$ cat src/rtl/d_sram_bridge.sv
`default_nettype none
// ============================================================================
// Module   : d_sram_bridge
// Brief    : Data-cache single-phase port to two-phase sram-like bus bridge.
//            Optional registered response stage: D_BRIDGE_RESP_REG_EN.
// Revision : 1.0 - initial release
// ============================================================================
module d_sram_bridge #(
  parameter int A_WIDTH = 32
) (
  input  logic               clk,
  input  logic               clrn,
  input  logic [A_WIDTH-1:0] c_addr,
  input  logic [31:0]        c_wdata,
  input  logic               c_strobe,
  input  logic [3:0]         c_wen,
  input  logic [1:0]         c_size,
  input  logic               c_rw,
  output logic [31:0]        c_rdata,
  output logic               c_ready,
  output logic               data_req,
  output logic               data_wr,
  output logic [1:0]         data_size,
  output logic [A_WIDTH-1:0] data_addr,
  output logic [31:0]        data_wdata,
  output logic [3:0]         data_wstrb,
  input  logic [31:0]        data_rdata,
  input  logic               data_addr_ok,
  input  logic               data_data_ok
);

  typedef enum logic [1:0] {
    IDLE = 2'd0,
    ADDR = 2'd1,
    DATA = 2'd2,
    RESP = 2'd3
  } state_t;

  state_t r_state;
  state_t w_next;
  logic   w_accept;
  logic   w_data_done;

  assign w_accept    = (r_state == IDLE) && c_strobe;
  assign w_data_done = (r_state == DATA) && data_data_ok;

  always_ff @(posedge clk or negedge clrn) begin
    if (!clrn) r_state <= IDLE;
    else       r_state <= w_next;
  end

  always_comb begin
    w_next = r_state;
    case (r_state)
      IDLE: if (c_strobe)     w_next = ADDR;
      ADDR: if (data_addr_ok) w_next = DATA;
`ifdef D_BRIDGE_RESP_REG_EN
      DATA: if (data_data_ok) w_next = RESP;
      RESP:                   w_next = IDLE;
`else
      DATA: if (data_data_ok) w_next = IDLE;
`endif
      default:                w_next = IDLE;
    endcase
  end

  // Request fields are captured only at acceptance and held until back in IDLE.
  always_ff @(posedge clk or negedge clrn) begin
    if (!clrn) begin
      data_req   <= 1'b0;
      data_wr    <= 1'b0;
      data_size  <= 2'd0;
      data_addr  <= '0;
      data_wdata <= 32'd0;
      data_wstrb <= 4'd0;
    end else if (w_accept) begin
      data_req   <= 1'b1;
      data_wr    <= c_rw;
      data_size  <= c_size;
      data_addr  <= c_addr;
      data_wdata <= c_wdata;
      data_wstrb <= c_rw ? c_wen : 4'b0000;
    end else if ((r_state == ADDR) && data_addr_ok) begin
      data_req   <= 1'b0;
    end
  end

`ifdef D_BRIDGE_RESP_REG_EN
  logic [31:0] r_rdata;

  always_ff @(posedge clk or negedge clrn) begin
    if (!clrn)            r_rdata <= 32'd0;
    else if (w_data_done) r_rdata <= data_wr ? 32'd0 : data_rdata;
  end

  assign c_ready = (r_state == RESP);
  assign c_rdata = c_ready ? r_rdata : 32'd0;
`else
  assign c_ready = w_data_done;
  assign c_rdata = (w_data_done && !data_wr) ? data_rdata : 32'd0;
`endif

endmodule
`default_nettype wire
$ cat config.mk
export PLATFORM = sky130hd
export DESIGN_NAME = d_sram_bridge
export DESIGN_NICKNAME = d
export VERILOG_FILES = /design/src/rtl/d_sram_bridge.sv
export SDC_FILE = /design/constraint.sdc
export NUM_CORES = 1
export LEC_CHECK = 0
export BUFFER_PORTS_ARGS = -buffer_cell sky130_fd_sc_hd__buf_4
export CAP_MARGIN = 0
export CORE_MARGIN = 2
export CORE_UTILIZATION = 33
export CTS_BUF_LIST = sky130_fd_sc_hd__clkbuf_4
export DETAILED_ROUTE_END_ITERATION = 6
export PLACE_DENSITY_LB_ADDON = 0.1
export RECOVER_POWER = 100
export REMOVE_ABC_BUFFERS = 1
export SYNTH_ARGS = -nofsm -noshare
export SYNTH_HDL_FRONTEND = slang
export SYNTH_SLANG_ARGS = --single-unit
$ cat constraint.sdc
create_clock -name clk -period 2 [get_ports clk]
set_input_delay 0.2 -clock clk [delete_from_list [all_inputs] [get_ports clk]]
set_output_delay 0.2 -clock clk [all_outputs]
set_load 0.05 [all_outputs]
==> impl_metrics.yaml <==
synth:
  synth_adder_area_share_pct: 0
  ys_ff_latch: 74
  syn_avg_cell_area_um2: 14.5
  netlist_area_um2: 3050
  yosys.area_share.simple_pct: 8.50
  synth.mux.area_fraction_pct: 24.8
  synth_compound_area_share_pct: 1.64
  yosysSeqAreaShare_pct: 60.8
  synth_xor_area_share_pct: 0
  syn_inst: 210
  post_synth_num_cell_types: 18
  synth_warnings: 0
  synth_top_family_by_area: "multiplexers"
power_and_ir_drop:
  power_per_cell_area_nw_per_um2: 1630
  combPwrFrac_pct: 57.6
  p_sw_share_pct: 53.7
  p_sw_mw: 4.69
  seqPwrFrac_pct: 30.4
  p_int_mw: 4.05
  clock_power_share_pct: 12.0
  power_leakage_nw: 2.47
  finalPower_mw: 8.74
  ir_drop_v: 0.000909
setup_path:
  crit_cells: 7
  ff2ff_path_depth: 4
  cp_top_family: "buffers and inverters"
  cpMostUsedCell: "buf_4"
  slowest_stage: "dlygate4sd3_1"
  cp.buffers_inverters: 4
  startpoint_type: "primary input"
  cp_slowest_stage_delay_ns: 0.53
  crit_fanout: 16
  crit_required_ns: 1.80
  crit_path_end_kind: "output port"
  setup.worst_path.end: "c_rdata[28]"
  crit_type: "in2out"
  reg2reg_setup_slack_ns: 0.14
  r2r-start: "r_state[0]$_DFFE_PN0P_"
  r2r_end: "data_wdata[20]$_DFFE_PN0P_"
  crit_arrival_ns: 1.68
  crit_chain: "dlygate4sd3_1 -> buf_4 -> nand2_1 -> nor3_4 -> buf_6 -> and2_1 -> buf_4"
  critical_path.startpoint: "data_data_ok"
floorplan:
  core_area_um2: 9110
  io_pins: 213
  num_rows: 35
  dieWidth_um: 100
  die_area_um2: 10000
  initial_core_util_pct: 33.4
  die_y_um: 100
clock_network:
  clockBufferDepth: 2
  cts-root-buf: "clkbuf_4"
  cts_sinks: 74
  cts_buffers: 9
  h-tree-depth: 3
  cts_tree: "built"
  clk_pin_slew_ns: 0.10
  clkLatencyLatePin_ns: 0.41
drt:
  vias: 2731
  wl_um: 9360
  drtPass1Iterations: 4
  ant_nets: 0
  viasPerCell: 4.44
  wl_per_cell_um: 15.2
  drt_iter0_markers: 62
  drc: 0
cells_and_area:
  drive_above_1_share_pct: 37.5
  fin_util_pct: 58.8
  n_antenna_cell: 0
  fin_cells: 615
  syn_to_final_growth_pct: 75.6
  nets: 607
placement:
  port_buffers: 212
  post-dp-hpwl_um: 6600
  dp_cells: 525
  gp_congestion: 0.721
sta:
  slew_headroom_pct: 32.1
  drv_slew: 0
  setup_viol_count_final: 0
  clock_skew_ns: 0.0152
  finalCritPeriodShare_pct: 93.9
  tightest_slew_ns: 1.02
  finalHoldViolCount: 0
  rsz0062_at_grt: "false"
  period_needed_ns: 1.88
  fmax_mhz: 532
global_route:
  grt_pass1_vias: 2784
  grt_overflow_total: 0
  grt_pass1_wl_um: 14100
  grt.total_usage_pct: 18.1
  antenna_found_initial: 0
  grt_max_degree: 59
run_status:
  status: "completed"
job:
  maxCapViolCount: 0
hold_path:
  min_path_type: "in2reg"
layer usage:
layer / wire length [um] / GRT usage (%)
met1: 4060 / 24.1
met2: 4480 / 28.5
met3: 681 / 6.48
met4: 144 / 4.11
met5: 0 / 0
worst register-to-register path, cell delays in order, from the launching register on:
cell and delay [ns]:
dfrtp_1 0.45, clkbuf_1 0.18, nor3b_4 0.27, buf_4 0.45
mux2_1 0.40
flip-flops by register name, summed over array words and instances (netlist names):
| signal | count |
|---|---|
| r_state | 2 |
| data_wdata | 32 |
| data_wstrb | 4 |
| data_wr | 1 |
| data_addr | 32 |
| data_req | 1 |
| data_size | 2 |
Yosys cell counts:
| cell type | count | area (um2) |
|---|---|---|
| a211oi_1 | 1 | 7.51 |
| a21oi_1 | 1 | 5.00 |
| and2_1 | 32 | 200 |
| buf_2 | 3 | 15.0 |
| buf_6 | 2 | 22.5 |
| buf_8 | 4 | 60.1 |
| clkbuf_1 | 3 | 11.3 |
| dfrtp_1 | 74 | 1850 |
| inv_1 | 6 | 22.5 |
| mux2_1 | 42 | 473 |
| mux2_2 | 25 | 282 |
| nand2_1 | 1 | 3.75 |
| nand3_1 | 5 | 25.0 |
| nor2_1 | 2 | 7.51 |
| nor3_2 | 1 | 10.0 |
| nor3b_2 | 1 | 12.5 |
| o21ai_0 | 6 | 30.0 |
| o31ai_1 | 1 | 7.51 |
area by class of cell:
cell class / count / area, um2
fillers: 844 / 3760
repair buffers: 290 / 2100
flip-flops and latches: 74 / 1850
multi-input cells: 118 / 1080
well taps: 111 / 139
clock buffers: 11 / 82.6
clock inverters: 5 / 78.8
inverters: 6 / 22.5
how the worst min path moves through the flow:
| stage | startpoint | to | slack, ns | cells past startpoint |
|---|---|---|---|---|
| 3_5_place_dp | clrn | data_addr[7]$_DFFE_PN0P_ | 0.08 | 1 |
| 4_1_cts | c_addr[25] | data_addr[25]$_DFFE_PN0P_ | 0.007 | 2 |
| 5_1_grt | c_wen[2] | data_wstrb[2]$_DFFE_PN0P_ | 0.008 | 3 |
| 3_3_place_gp | clrn | data_addr[7]$_DFFE_PN0P_ | 0.08 | 1 |
| 2_1_floorplan | clrn | data_addr[0]$_DFFE_PN0P_ | -0.1 | 0 |
| 6_report | c_wen[1] | data_wstrb[1]$_DFFE_PN0P_ | 0.04 | 3 |
layout by cell type, fill, tap and decap left out, drive strengths merged:
| cell | Yosys | final |
|---|---|---|
| a21oi | 1 | 1 |
| nand3 | 5 | 5 |
| bufinv | 0 | 2 |
| o21ai | 6 | 6 |
| a211oi | 1 | 1 |
| inv | 6 | 6 |
| dlygate4sd3 | 0 | 70 |
| nor3b | 1 | 1 |
| nor2 | 2 | 2 |
| buf | 9 | 135 |
| nand2 | 1 | 1 |
| clkinv | 0 | 3 |
| and2 | 32 | 32 |
| dfrtp | 74 | 74 |
| mux2 | 67 | 67 |
| clkbuf | 3 | 96 |
| o31ai | 1 | 1 |
| nor3 | 1 | 1 |
power by group through the flow:
stage	Clock, mW	Combinational [mW]	Sequential [mW]
2_1_floorplan	0	1.13	5.28
3_3_place_gp	0	5.53	2.67
3_5_place_dp	0	5.57	2.71
4_1_cts	1.09	5.68	2.69
5_1_grt	1.16	5.25	2.77
6_report	1.05	5.04	2.66
stage by stage:
step | area (um2) | setup WS (ns) | hold slack, ns | TNS, ns
6_report | 5350 | 0.121 | 0.0428 | 0
5_1_grt | 5350 | 0.0171 | 0.00810 | 0
4_1_cts | 5600 | 0.00646 | 0.00684 | 0
3_5_place_dp | 4740 | 0.424 | 0.0841 | 0
3_3_place_gp | 4740 | 0.442 | 0.0817 | 0
2_1_floorplan | 2940 | -1.96 | -0.0956 | -135.93
repair_timing:
action,in CTS,in global routing
resized for setup,1,5
buffers inserted,0,3
cloned,0,1
setup endpoints to repair,1,32
hold endpoints to repair,142,1
hold buffers,69,1
cell families (layout without fill, tap and decap cells):
kind of cell,count (synthesis),after routing
flip-flops,74,74
AND/OR/NAND/NOR,42,42
buffers and inverters,18,312
AO/OA/AOI/OAI,9,9
multiplexers,67,67
No activity file was read; power rests on OpenSTA's default activity.
